==> config.mk <==
export PLATFORM = sky130hd
export DESIGN_NAME = sd_rd_arbiter
export DESIGN_NICKNAME = d
export VERILOG_FILES = /design/src/rtl/sd_arb_pkg.sv /design/src/rtl/sd_arb_wdog.sv /design/src/rtl/sd_rd_arbiter.sv
export SDC_FILE = /design/constraint.sdc
export NUM_CORES = 1
export LEC_CHECK = 0
export ABC_CLOCK_PERIOD_IN_PS = 2000
export BUFFER_PORTS_ARGS = -buffer_cell sky130_fd_sc_hd__buf_2
export CAP_MARGIN = 20
export CORE_UTILIZATION = 44
export CTS_CLUSTER_SIZE = 8
export DETAILED_ROUTE_END_ITERATION = 8
export PLACE_DENSITY = 0.79
export SETUP_SLACK_MARGIN = 0.5
export SLEW_MARGIN = 40
export SYNTH_ARGS = -nofsm -noshare
export SYNTH_HDL_FRONTEND = slang
export SYNTH_SLANG_ARGS = --single-unit
==> constraint.sdc <==
create_clock -name sys_clk -period 2 [get_ports sys_clk]
set_input_delay 0.3 -clock sys_clk [delete_from_list [all_inputs] [get_ports sys_clk]]
set_output_delay 0.3 -clock sys_clk [all_outputs]
set_load 0.005 [all_outputs]
==> src/rtl/sd_arb_pkg.sv <==
// Shared types for the SD sector-read arbiter: one-hot FSM states, owner codes,
// watchdog counter width and the tie-break helper.
package sd_arb_pkg;

  typedef enum logic [4:0] {
    IDLE      = 5'b00001,
    ISSUE     = 5'b00010,
    WAIT_BUSY = 5'b00100,
    BUSY      = 5'b01000,
    DONE      = 5'b10000
  } arb_state_e;

  typedef enum logic {
    OWN_REQ0 = 1'b0,
    OWN_REQ1 = 1'b1
  } owner_e;

  // Wide enough for the default 2,000,000-cycle busy budget with margin.
  localparam int TMO_CNT_W = 32;

  function automatic owner_e pick_owner(input logic   r0,
                                        input logic   r1,
                                        input owner_e last,
                                        input logic   fix_prio);
    if (r0 && r1) begin
      if (fix_prio) return OWN_REQ0;
      return (last == OWN_REQ0) ? OWN_REQ1 : OWN_REQ0;
    end
    return r1 ? OWN_REQ1 : OWN_REQ0;
  endfunction

endpackage

==> src/rtl/sd_arb_wdog.sv <==
// Watchdog counter for the SD read arbiter: counts while run_i, clears on clr_i,
// and flags expire_o once the count reaches limit_i. Used only with SD_RD_TIMEOUT_EN.
module sd_arb_wdog
  import sd_arb_pkg::*;
(
  input  logic                 clk_i,
  input  logic                 rst_n_i,
  input  logic                 clr_i,
  input  logic                 run_i,
  input  logic [TMO_CNT_W-1:0] limit_i,
  output logic                 expire_o
);

  logic [TMO_CNT_W-1:0] cnt_q, cnt_d;

  assign expire_o = run_i && (cnt_q >= limit_i);

  // Counter freezes once expired so it can never wrap back below the limit.
  always_comb begin
    cnt_d = cnt_q;
    if (clr_i) begin
      cnt_d = '0;
    end else if (run_i && !expire_o) begin
      cnt_d = cnt_q + 1'b1;
    end
  end

  always_ff @(posedge clk_i) begin
    if (!rst_n_i) begin
      cnt_q <= '0;
    end else begin
      cnt_q <= cnt_d;
    end
  end

endmodule

==> src/rtl/sd_rd_arbiter.sv <==
// Shares one SD sector-read port between the image reader (req0) and the ISP LUT loader (req1).
// Optional macro SD_RD_TIMEOUT_EN adds start/busy watchdogs that abort a stuck sector via reqN_err.
module sd_rd_arbiter
  import sd_arb_pkg::*;
#(
  parameter int FIX_PRIO = 0,
  parameter int ADDR_W   = 32,
  parameter int DATA_W   = 16
`ifdef SD_RD_TIMEOUT_EN
  ,
  parameter int START_TMO = 4096,
  parameter int BUSY_TMO  = 2000000
`endif
) (
  input  logic              sys_clk,
  input  logic              sys_rst_n,
  input  logic              req0_en,
  input  logic [ADDR_W-1:0] req0_addr,
  output logic              req0_ack,
  output logic              req0_done,
  output logic              req0_err,
  output logic              req0_dvld,
  input  logic              req1_en,
  input  logic [ADDR_W-1:0] req1_addr,
  output logic              req1_ack,
  output logic              req1_done,
  output logic              req1_err,
  output logic              req1_dvld,
  output logic [DATA_W-1:0] rd_data_o,
  output logic              sd_rd_en,
  output logic [ADDR_W-1:0] sd_rd_addr,
  input  logic              sd_rd_busy,
  input  logic              sd_rd_data_en,
  input  logic [DATA_W-1:0] sd_rd_data
);

  arb_state_e        state_q, state_d;
  owner_e            owner_q, owner_d;
  owner_e            last_q, last_d;
  logic [ADDR_W-1:0] addr_q, addr_d;
  logic              busy_dly_q;
  logic              dvld0_q, dvld1_q;
  logic [DATA_W-1:0] rd_data_q;
  logic              in_xfer;
  logic              abort;

  assign in_xfer = (state_q == WAIT_BUSY) || (state_q == BUSY);

`ifdef SD_RD_TIMEOUT_EN
  logic                 wd_clr;
  logic                 wd_expire;
  logic [TMO_CNT_W-1:0] wd_limit;
  logic                 err0_q, err1_q;

  // Restart at issue and again when busy rises, so each phase gets its own budget.
  assign wd_clr   = (state_q == ISSUE) || ((state_q == WAIT_BUSY) && sd_rd_busy);
  assign wd_limit = (state_q == WAIT_BUSY) ? TMO_CNT_W'(START_TMO) : TMO_CNT_W'(BUSY_TMO);

  sd_arb_wdog u_wdog (
    .clk_i    (sys_clk),
    .rst_n_i  (sys_rst_n),
    .clr_i    (wd_clr),
    .run_i    (in_xfer),
    .limit_i  (wd_limit),
    .expire_o (wd_expire)
  );

  assign abort = wd_expire;

  always_ff @(posedge sys_clk) begin
    if (!sys_rst_n) begin
      err0_q <= 1'b0;
      err1_q <= 1'b0;
    end else begin
      err0_q <= abort && (owner_q == OWN_REQ0);
      err1_q <= abort && (owner_q == OWN_REQ1);
    end
  end

  assign req0_err = err0_q;
  assign req1_err = err1_q;
`else
  assign abort    = 1'b0;
  assign req0_err = 1'b0;
  assign req1_err = 1'b0;
`endif

  always_comb begin
    state_d = state_q;
    owner_d = owner_q;
    last_d  = last_q;
    addr_d  = addr_q;
    unique case (state_q)
      IDLE: begin
        if (!sd_rd_busy && (req0_en || req1_en)) begin
          owner_d = pick_owner(req0_en, req1_en, last_q, FIX_PRIO != 0);
          addr_d  = (owner_d == OWN_REQ1) ? req1_addr : req0_addr;
          state_d = ISSUE;
        end
      end
      ISSUE: state_d = WAIT_BUSY;
      WAIT_BUSY: begin
        if (abort) begin
          last_d  = owner_q;
          state_d = IDLE;
        end else if (sd_rd_busy) begin
          state_d = BUSY;
        end
      end
      BUSY: begin
        if (abort) begin
          last_d  = owner_q;
          state_d = IDLE;
        end else if (busy_dly_q && !sd_rd_busy) begin
          state_d = DONE;
        end
      end
      DONE: begin
        last_d  = owner_q;
        state_d = IDLE;
      end
      default: state_d = IDLE;
    endcase
  end

  // Reset clears everything visible on the ports; a sector in flight is simply dropped.
  always_ff @(posedge sys_clk) begin
    if (!sys_rst_n) begin
      state_q    <= IDLE;
      owner_q    <= OWN_REQ0;
      last_q     <= OWN_REQ1;
      addr_q     <= '0;
      busy_dly_q <= 1'b0;
      dvld0_q    <= 1'b0;
      dvld1_q    <= 1'b0;
      rd_data_q  <= '0;
    end else begin
      state_q    <= state_d;
      owner_q    <= owner_d;
      last_q     <= last_d;
      addr_q     <= addr_d;
      busy_dly_q <= sd_rd_busy;
      dvld0_q    <= sd_rd_data_en && in_xfer && (owner_q == OWN_REQ0);
      dvld1_q    <= sd_rd_data_en && in_xfer && (owner_q == OWN_REQ1);
      if (sd_rd_data_en) begin
        rd_data_q <= sd_rd_data;
      end
    end
  end

  assign sd_rd_en   = (state_q == ISSUE);
  assign sd_rd_addr = addr_q;
  assign req0_ack   = (state_q == ISSUE) && (owner_q == OWN_REQ0);
  assign req1_ack   = (state_q == ISSUE) && (owner_q == OWN_REQ1);
  assign req0_done  = (state_q == DONE) && (owner_q == OWN_REQ0);
  assign req1_done  = (state_q == DONE) && (owner_q == OWN_REQ1);
  assign req0_dvld  = dvld0_q;
  assign req1_dvld  = dvld1_q;
  assign rd_data_o  = rd_data_q;

endmodule

# == Yosys cells after proc, flatten, opt, wreduce, memory -nomap -nowiden ==
# Cells that the tools add are included.
# totals
regBits,58
output_inout_bits,57
word_cells,46
in_bits,86
# classes
bitwise_logic,1
n_eq_ne,8
n_reduce_logical,15
n_mux,14
# ops
op,n
$mux W32,1
$pmux W5 S4,1
$mux W5,3
$logic_and A1 B1 Y1,10
$mux W1,9
$eq A5 B1 Y1 const B,1
$eq A5 B2 Y1 const B,1
$eq A5 B3 Y1 const B,1
$eq A5 B4 Y1 const B,1
$eq A5 B5 Y1 const B,1
$ne A2 B2 Y1 const B,2
$reduce_and A3 Y1,1
$logic_or A1 B1 Y1,2
$ne A2 B1 Y1 const B,1
$reduce_and A2 Y1,1
$logic_not A1 Y1,1
$not A1 Y1,1

# == Longest topological paths before layout ==
# Gate-level depths: netlist (run 1).
# depth
word_depth,8
ltp_mapped,6
depth_no_buf,3

# == Worst setup path after synthesis (run 1) ==
# OpenSTA, ideal clock, no wires.
# synth_path
path_type,flip-flop to flip-flop
from,register state_q[1]
to,"register addr_q[21], in the netlist sd_rd_addr[21]"
arrival_ns,1.395
n_path_buf,3
stages_incl_launch_ff,7
period_less_slack_ns,1.532
t_required_ns,1.862
setup_ns,0.138
path_slack_ns,0.468
path_cell_list,dfxtp_1 buf_6 nor4b_4 and3_1 buf_4 buf_8 a311oi_2
# synth_via
elab_chain_cells,2
# synth_lines
element,line_no,source
start: declaration,sd_rd_arbiter.sv:37,"arb_state_e state_q, state_d;"
start signal: assignment,sd_rd_arbiter.sv:138,state_q <= state_d;
$eq A5 B1 Y1,sd_rd_arbiter.sv:93,unique case (state_q)
$reduce_and A2 Y1 (no source line),-,
end signal: assignment,sd_rd_arbiter.sv:141,addr_q <= addr_d;
end: declaration,sd_rd_arbiter.sv:40,"logic [ADDR_W-1:0] addr_q, addr_d;"
# No other way between the ends.
# A chain may end at the register's enable or synchronous reset.

# == Worst setup path after layout (run 1) ==
# layout_path
from,register state_q[3]
to,output req1_ack
# layout_via
elab_chain_cells,2
# layout_lines
element,line_no,source
$eq A5 B2 Y1,sd_rd_arbiter.sv:154,assign req1_ack = (state_q == ISSUE) && (owner_q == OWN_REQ1);
$logic_and A1 B1 Y1,sd_rd_arbiter.sv:154,
end: declaration,sd_rd_arbiter.sv:25,"output logic req1_ack,"
# No other way between the ends.

==> results of run 1 <==
## synthesized netlist by cell type (2+ instances only)
cell	number
sky130_fd_sc_hd__and2_1	2
sky130_fd_sc_hd__nor4_1	2
sky130_fd_sc_hd__a311oi_2	4
sky130_fd_sc_hd__dfxtp_1	58
sky130_fd_sc_hd__mux2i_1	16
sky130_fd_sc_hd__a311oi_1	28
sky130_fd_sc_hd__inv_1	5
sky130_fd_sc_hd__a31oi_1	32
sky130_fd_sc_hd__nand4_1	3
sky130_fd_sc_hd__buf_4	3
sky130_fd_sc_hd__clkbuf_1	16
sky130_fd_sc_hd__a21oi_1	3
sky130_fd_sc_hd__nand2_1	64
sky130_fd_sc_hd__nor2_1	22
sky130_fd_sc_hd__buf_2	5
sky130_fd_sc_hd__and3_1	3
sky130_fd_sc_hd__buf_6	6
## routing by layer
layer | vias up | global-route usage
met5 | - | 0
met4 | 0 | 0.126
met3 | 14 | 0.0368
met2 | 121 | 0.403
met1 | 1304 | 0.300
li1 | 1347 | -
## worst paths after layout
kind	startpoint	end	slack, ns	cells past startpoint
max	state_q[3]$_SDFFE_PN0P_	req1_ack	0.37	4
min	sd_rd_data[6]	rd_data_o[6]$_SDFFE_PN0P_	0.20	3
max reg2reg	state_q[4]$_SDFFE_PN0P_	sd_rd_addr[7]$_SDFFE_PN0P_	0.47	5
min reg2reg	state_q[0]$_SDFFE_PN1P_	state_q[2]$_SDFFE_PN0P_	0.48	1
## worst max-delay path, cell delays in order (launching register included)
cell	delay, ns
sky130_fd_sc_hd__dfxtp_4	0.36
sky130_fd_sc_hd__nor2_4	0.13
sky130_fd_sc_hd__and4b_1	0.26
sky130_fd_sc_hd__and2_1	0.14
sky130_fd_sc_hd__buf_2	0.11
## registers in the layout, indices dropped and copies added (netlist names)
register / count
sd_rd_addr: 32
rd_data_o: 16
state_q: 5
busy_dly_q: 1
last_q: 1
owner_q: 1
req0_dvld: 1
req1_dvld: 1
## cell type report
cell class	instances	area, µm²	area share
timing repair buffer	162	962	0.260
clock inverter	7	70.1	0.0190
clock buffer	9	124	0.0335
multi-input combinational	198	1250	0.338
sequential	58	1180	0.319
tap	72	90.1	0.0244
inverter	6	22.5	0.00610
## power by group through the flow
| stage | clock network (mW) | registers, mW | logic, mW |
|---|---|---|---|
| 6_report | 1.05 | 1.29 | 0.539 |
| 2_1_floorplan | 0 | 1.31 | 0.275 |
| 3_5_place_dp | 0 | 1.31 | 0.472 |
| 4_1_cts | 1.07 | 1.29 | 0.481 |
| 3_3_place_gp | 0 | 1.31 | 0.459 |
| 5_1_grt | 1.12 | 1.29 | 0.590 |
## logic make-up (layout without fill, tap and decap cells)
family | count (synthesis) | after routing | share of synthesized area
simple gates | 104 | 104 | 0.178
compound gates | 75 | 75 | 0.225
flops | 58 | 58 | 0.448
buf+inv | 37 | 184 | 0.0821
mux | 16 | 16 | 0.0618
other cells | 1 | 2 | 0.00145
xor+xnor | 1 | 1 | 0.00338
## metrics by stage
stage	instance area, µm²	setup slack (ns)	power [mW]
final	3690	0.372	2.88
after global routing	3690	0.302	3.01
after CTS	3550	0.404	2.84
after detailed placement	3280	0.403	1.78
after global placement	3280	0.449	1.77
after floorplan	2590	0.508	1.59
## repair_timing
action	CTS	global route
pin swaps	3	5
endpoints found under the setup margin	37	27
hold buffers	0	0
cloned	1	5
buffers inserted	5	2
resized for setup	11	8
==> implementation parameters, run 1 <==
Parameter                              Value

Routing
  Average vias per placed instance    5.44
  Mean routed wirelength per cell    15.6 µm
  Number of DRC markers in iteration 0    161
  DRC violations left    0
  Total via count after detailed routing    2786
  Wire length the detailed router placed on met1    3.48 mm
  Met3 wire length    478 µm
  Length of routed met2 wiring    between 3 and 4 mm
  TritonRoute pass-1 iters    4
  Routed Wire Length    7.97 mm
  Count of nets left with antenna violations after detail routing    0
  DR top layer    met4

Die
  Die area    between 6000 and 7000 µm²
  Area of the core    5610 µm²
  Effective utilization at floorplan    0.462
  Die height    approximately 79 µm
  Boundary pin count    143
  Standard-cell rows    27
  Floorplan die width    78.7 µm

Global route
  Grt ovf    0
  Largest net degree at the start of global routing    35
  Vias in the first global route    2446
  Number of antenna violations at the first check in global routing    0
  GR Util All Layers    0.242
  Global-route wire length before repair    around 12 mm

Critical path
  Critical-path maximum fanout    3
  Required time at the endpoint of the critical path    1.70 ns
  Signal arrival time at the worst endpoint    1.33 ns
  Capturing element type of the critical path    primary output
  Startpoint Class    flop
  Critical path class    flop to primary output

Final layout
  Core occupancy in the finished layout    0.659
  Fraction of layout instances using a drive strength above 1    0.441
  Layout Area Growth over Synthesis    42.6%
  Commonest cells after routing, fill and taps aside    sky130_fd_sc_hd__buf_2 (140), sky130_fd_sc_hd__nand2_1 (64), sky130_fd_sc_hd__dfxtp_1 (53)
  Ant diodes    0
  Layout fillers    475
  Most common cell after layout, fill and taps aside    sky130_fd_sc_hd__buf_2
  Net count reported at finish    approximately 520
  Post-route insts no fill    just over 500

Run status
  Result of the run    finished, final reports clean

Power and ir drop
  Proportion of total power due to net switching    0.276
  Sequential group share of total power    0.447
  Standby leakage power    1.78 nW
  VDD IR-drop max    ~0.00041 V
  Portion of total power attributed to the clock network    0.365
  PD cells    778 nW/µm²
  Gate power share    0.188
  Switching component of the power    0.795 mW
  Internal power consumption    ~2.1 mW

Timing
  Transition time at the pin with the least slew margin    0.540 ns
  Max frequency    roughly 610 MHz
  Total negative setup slack    0 ns
  Number of hold violations in the final report    0
  Setup repair after global routing missed its margin    yes
  Share of the clock period used by the worst path after layout    0.814
  Worst clock skew on the final layout    a little over 0.006 ns
  Slew Viols, Final    0
  Fin crit period    ~1.6 ns
  Relative slew slack    0.635
  Final hold slack    0.203 ns
  Endpoints failing setup    0

Synthesis
  Number of enable-type register cells in the synthesized netlist    0
  Share of flip-flops with an asynchronous set or reset    0
  Top flip-flop cell by instance count after synthesis    sky130_fd_sc_hd__dfxtp_1
  Mean Syn Cell Area    about 8.9 µm²
  Count of unique library cells instantiated by Yosys    37
  Post-Syn Area    between 2000 and 3000 µm²
  Cells after synthesis    292
  Sequential area share after synthesis    0.448
  Synth Register Bits    58
  Ys Warns    0
  Top cells by area, synth    sky130_fd_sc_hd__dfxtp_1 (45%), sky130_fd_sc_hd__a311oi_1 (9.5%), sky130_fd_sc_hd__nand2_1 (9.3%)
  Area share of the largest cell type after synthesis    0.448
  Largest area contributor in the synthesized netlist    sky130_fd_sc_hd__dfxtp_1

CTS
  TritonCTS clock tree    built
  Clock Sink Count    58
  Clk root buf    sky130_fd_sc_hd__clkbuf_8
  Clock latency reported for the late side of the worst-skew pair    between 0.3 and 0.4 ns
  Clock-pin slew on the worst setup and hold paths    about 0.07 ns
  Clock Path Buffers    2
  H-tree levels    3
  Cts bufs inserted    9

Place
  Placed cells    approximately 480
  Global placement routability congestion    about 0.84
  Final HPWL DP    4.92 mm
  # port buffers    140

Min path
  Kind of path behind the tightest hold check    input pin to flop

Run
  Max-capacitance violation count    0
(Power assumes the default switching activity.)
==> run 2: changes to the inputs <==
--- a/config.mk
+++ b/config.mk
@@ -5,7 +5,7 @@
 export SDC_FILE = /design/constraint.sdc
 export NUM_CORES = 1
 export LEC_CHECK = 0
-export ABC_CLOCK_PERIOD_IN_PS = 2000
+export ABC_CLOCK_PERIOD_IN_PS = 1700
 export BUFFER_PORTS_ARGS = -buffer_cell sky130_fd_sc_hd__buf_2
 export CAP_MARGIN = 20
 export CORE_UTILIZATION = 44
==> constraint.sdc (replaced) <==
create_clock -name sys_clk -period 1.7 [get_ports sys_clk]
set_input_delay 0.255 -clock sys_clk [delete_from_list [all_inputs] [get_ports sys_clk]]
set_output_delay 0.255 -clock sys_clk [all_outputs]
set_load 0.005 [all_outputs]
==> run 2 against run 1 <==
Against the previous run: global-route usage rose by 3.9 points; highest routed layer unchanged; register-to-register slack worse by 0.35 ns; largest cell class unchanged; worst setup slack got worse by 0.28 ns; final area rose by 13%; via count increased by 8.4%; core utilization rose by 8.7 points; cell count rose by 3.7%; hold slack worse by 0.040 ns; sequential power rose by 18%; die area is the same; first-iteration DRC count up 22%.
==> implementation parameters, run 2 (synthesized netlist as in run 1, its figures left out) <==
Parameter                              Value

Critical path
  Critical-path maximum fanout    3
  RR Endpoint    sd_rd_addr[8]$_SDFFE_PN0P_
  Signal arrival time at the worst endpoint    1.35 ns
  Startpoint Class    flop
  Capturing element type of the critical path    primary output
  Required time at the endpoint of the critical path    1.44 ns
  Number of cells on the worst reg-to-reg path    7
  Reg2Reg Setup Slack    approximately 0.12 ns
  Critical path class    flop to primary output
  Origin of the critical flop-to-flop path    state_q[4]$_SDFFE_PN0P_

Timing
  Fin crit period    1.60 ns
  Slew Viols, Final    0
  Setup repair after global routing missed its margin    yes
  Final hold slack    ~0.16 ns
  Total negative setup slack    0 ns
  Number of hold violations in the final report    0
  Worst clock skew on the final layout    a little over 0.008 ns
  Final worst setup slack    0.0958 ns
  Endpoints failing setup    0
  Share of the clock period used by the worst path after layout    0.944
  Max frequency    a little over 600 MHz

Routing
  Total via count after detailed routing    3020
  Routed Wire Length    9.57 mm
  Average vias per placed instance    5.69
  Mean routed wirelength per cell    approximately 18 µm
  Number of DRC markers in iteration 0    197
  DRC violations left    0
  Count of nets left with antenna violations after detail routing    0
  TritonRoute pass-1 iters    4

Global route
  Number of antenna violations at the first check in global routing    0
  GR Util All Layers    0.281
  Grt ovf    0
  Global-route wire length before repair    13.4 mm
  Vias in the first global route    2839
  Largest net degree at the start of global routing    34

Die
  Boundary pin count    between 100 and 150
  Die area    6200 µm²
  Standard-cell rows    27
  Floorplan die width    between 70 and 80 µm
  Area of the core    5610 µm²
  Die height    78.7 µm
  Effective utilization at floorplan    0.462

CTS
  Clock Path Buffers    2
  Clk root buf    sky130_fd_sc_hd__clkbuf_8
  H-tree levels    3
  TritonCTS clock tree    built
  Cts bufs inserted    9
  Clock Sink Count    58
  Clock latency reported for the late side of the worst-skew pair    around 0.33 ns
  Clock-pin slew on the worst setup and hold paths    0.07 ns

Final layout
  Fraction of layout instances using a drive strength above 1    0.505
  Ant diodes    0
  Most common cell after layout, fill and taps aside    sky130_fd_sc_hd__buf_2
  Commonest cells after routing, fill and taps aside    sky130_fd_sc_hd__buf_2 (140), sky130_fd_sc_hd__nand2_1 (64), sky130_fd_sc_hd__dfxtp_1 (53)
  Net count reported at finish    541
  Layout fillers    429
  Largest register FFs    32
  Layout Area Growth over Synthesis    61.3%

Place
  Pre-CTS setup slack    0.242 ns
  Final HPWL DP    5.10 mm
  # port buffers    140
  Global placement routability congestion    0.849

Min path
  Number of stages on the worst hold path    3
  Kind of path behind the tightest hold check    input pin to flop
  Hold path startpoint    sd_rd_data[10]
  Endpoint of the worst hold-timing path    rd_data_o[10]$_SDFFE_PN0P_

Run status
  Result of the run    finished, final reports clean

Power and ir drop
  PD cells    827 nW/µm²
  Standby leakage power    1.99 nW
  VDD IR-drop max    roughly 0.00064 V

Run
  Max-capacitance violation count    0
## run 2: worst max-delay path by stage
stage / from / endpoint / slack (ns) / cells past startpoint
finish: state_q[3]$_SDFFE_PN0P_ / req0_ack / 0.1 / 4
global route: state_q[1]$_SDFFE_PN0P_ / sd_rd_addr[16]$_SDFFE_PN0P_ / 0.02 / 8
CTS: state_q[0]$_SDFFE_PN1P_ / req0_ack / 0.16 / 5
detailed placement: sd_rd_busy / sd_rd_addr[21]$_SDFFE_PN0P_ / 0.24 / 5
global placement: sd_rd_busy / sd_rd_addr[25]$_SDFFE_PN0P_ / 0.29 / 5
floorplan: state_q[1]$_SDFFE_PN0P_ / sd_rd_addr[21]$_SDFFE_PN0P_ / 0.21 / 6
## run 2: power by group
group / internal (mW) / switching, mW / leakage (nW)
sequential: 1.46 / 0.0587 / 0.480
combinational: 0.435 / 0.385 / 1.42
clock: 0.593 / 0.527 / 0.0920
## run 2: cell type report
class	count	area (µm²)	area share
Clock buffer	12	155	0.0371
Clock inverter	3	15.0	0.00359
Inverter	6	25.0	0.00599
Multi-Input combinational cell	198	1400	0.336
Sequential cell	58	1170	0.280
Tap cell	72	90.1	0.0216
Timing Repair Buffer	182	1320	0.316
## run 2: worst max-delay path, stage by stage, from the launching register on
cell                      delay [ns]
sky130_fd_sc_hd__dfxtp_4        0.36
sky130_fd_sc_hd__nor2_4         0.14
sky130_fd_sc_hd__and4b_1        0.27
sky130_fd_sc_hd__and2_1         0.14
sky130_fd_sc_hd__buf_2          0.11
## run 2: routing by layer
metal	global-route usage	vias to the layer above	wire length, µm
met1	0.332	1426	3730
met3	0.0540	28	649
met2	0.487	167	4920
li1	-	1399	-
met4	0.135	0	267
met5	0	-	0
## run 2: per-stage QoR
step	cell area, µm²	instances	utilization	total power [mW]
2_1_floorplan	2620	293	-	1.87
3_3_place_gp	3340	487	0.595	2.11
3_5_place_dp	3340	487	0.595	2.13
4_1_cts	3950	524	0.704	3.37
5_1_grt	4180	531	0.745	3.59
6_report	4180	531	0.745	3.46
## run 2: what timing repair did
action,in CTS,in global routing
setup buffers,15,5
gates cloned,7,2
endpoints found under the hold margin,0,0
resized for setup,39,26
setup endpoints to repair,44,44
pin swaps,38,22
hold buffers,0,0
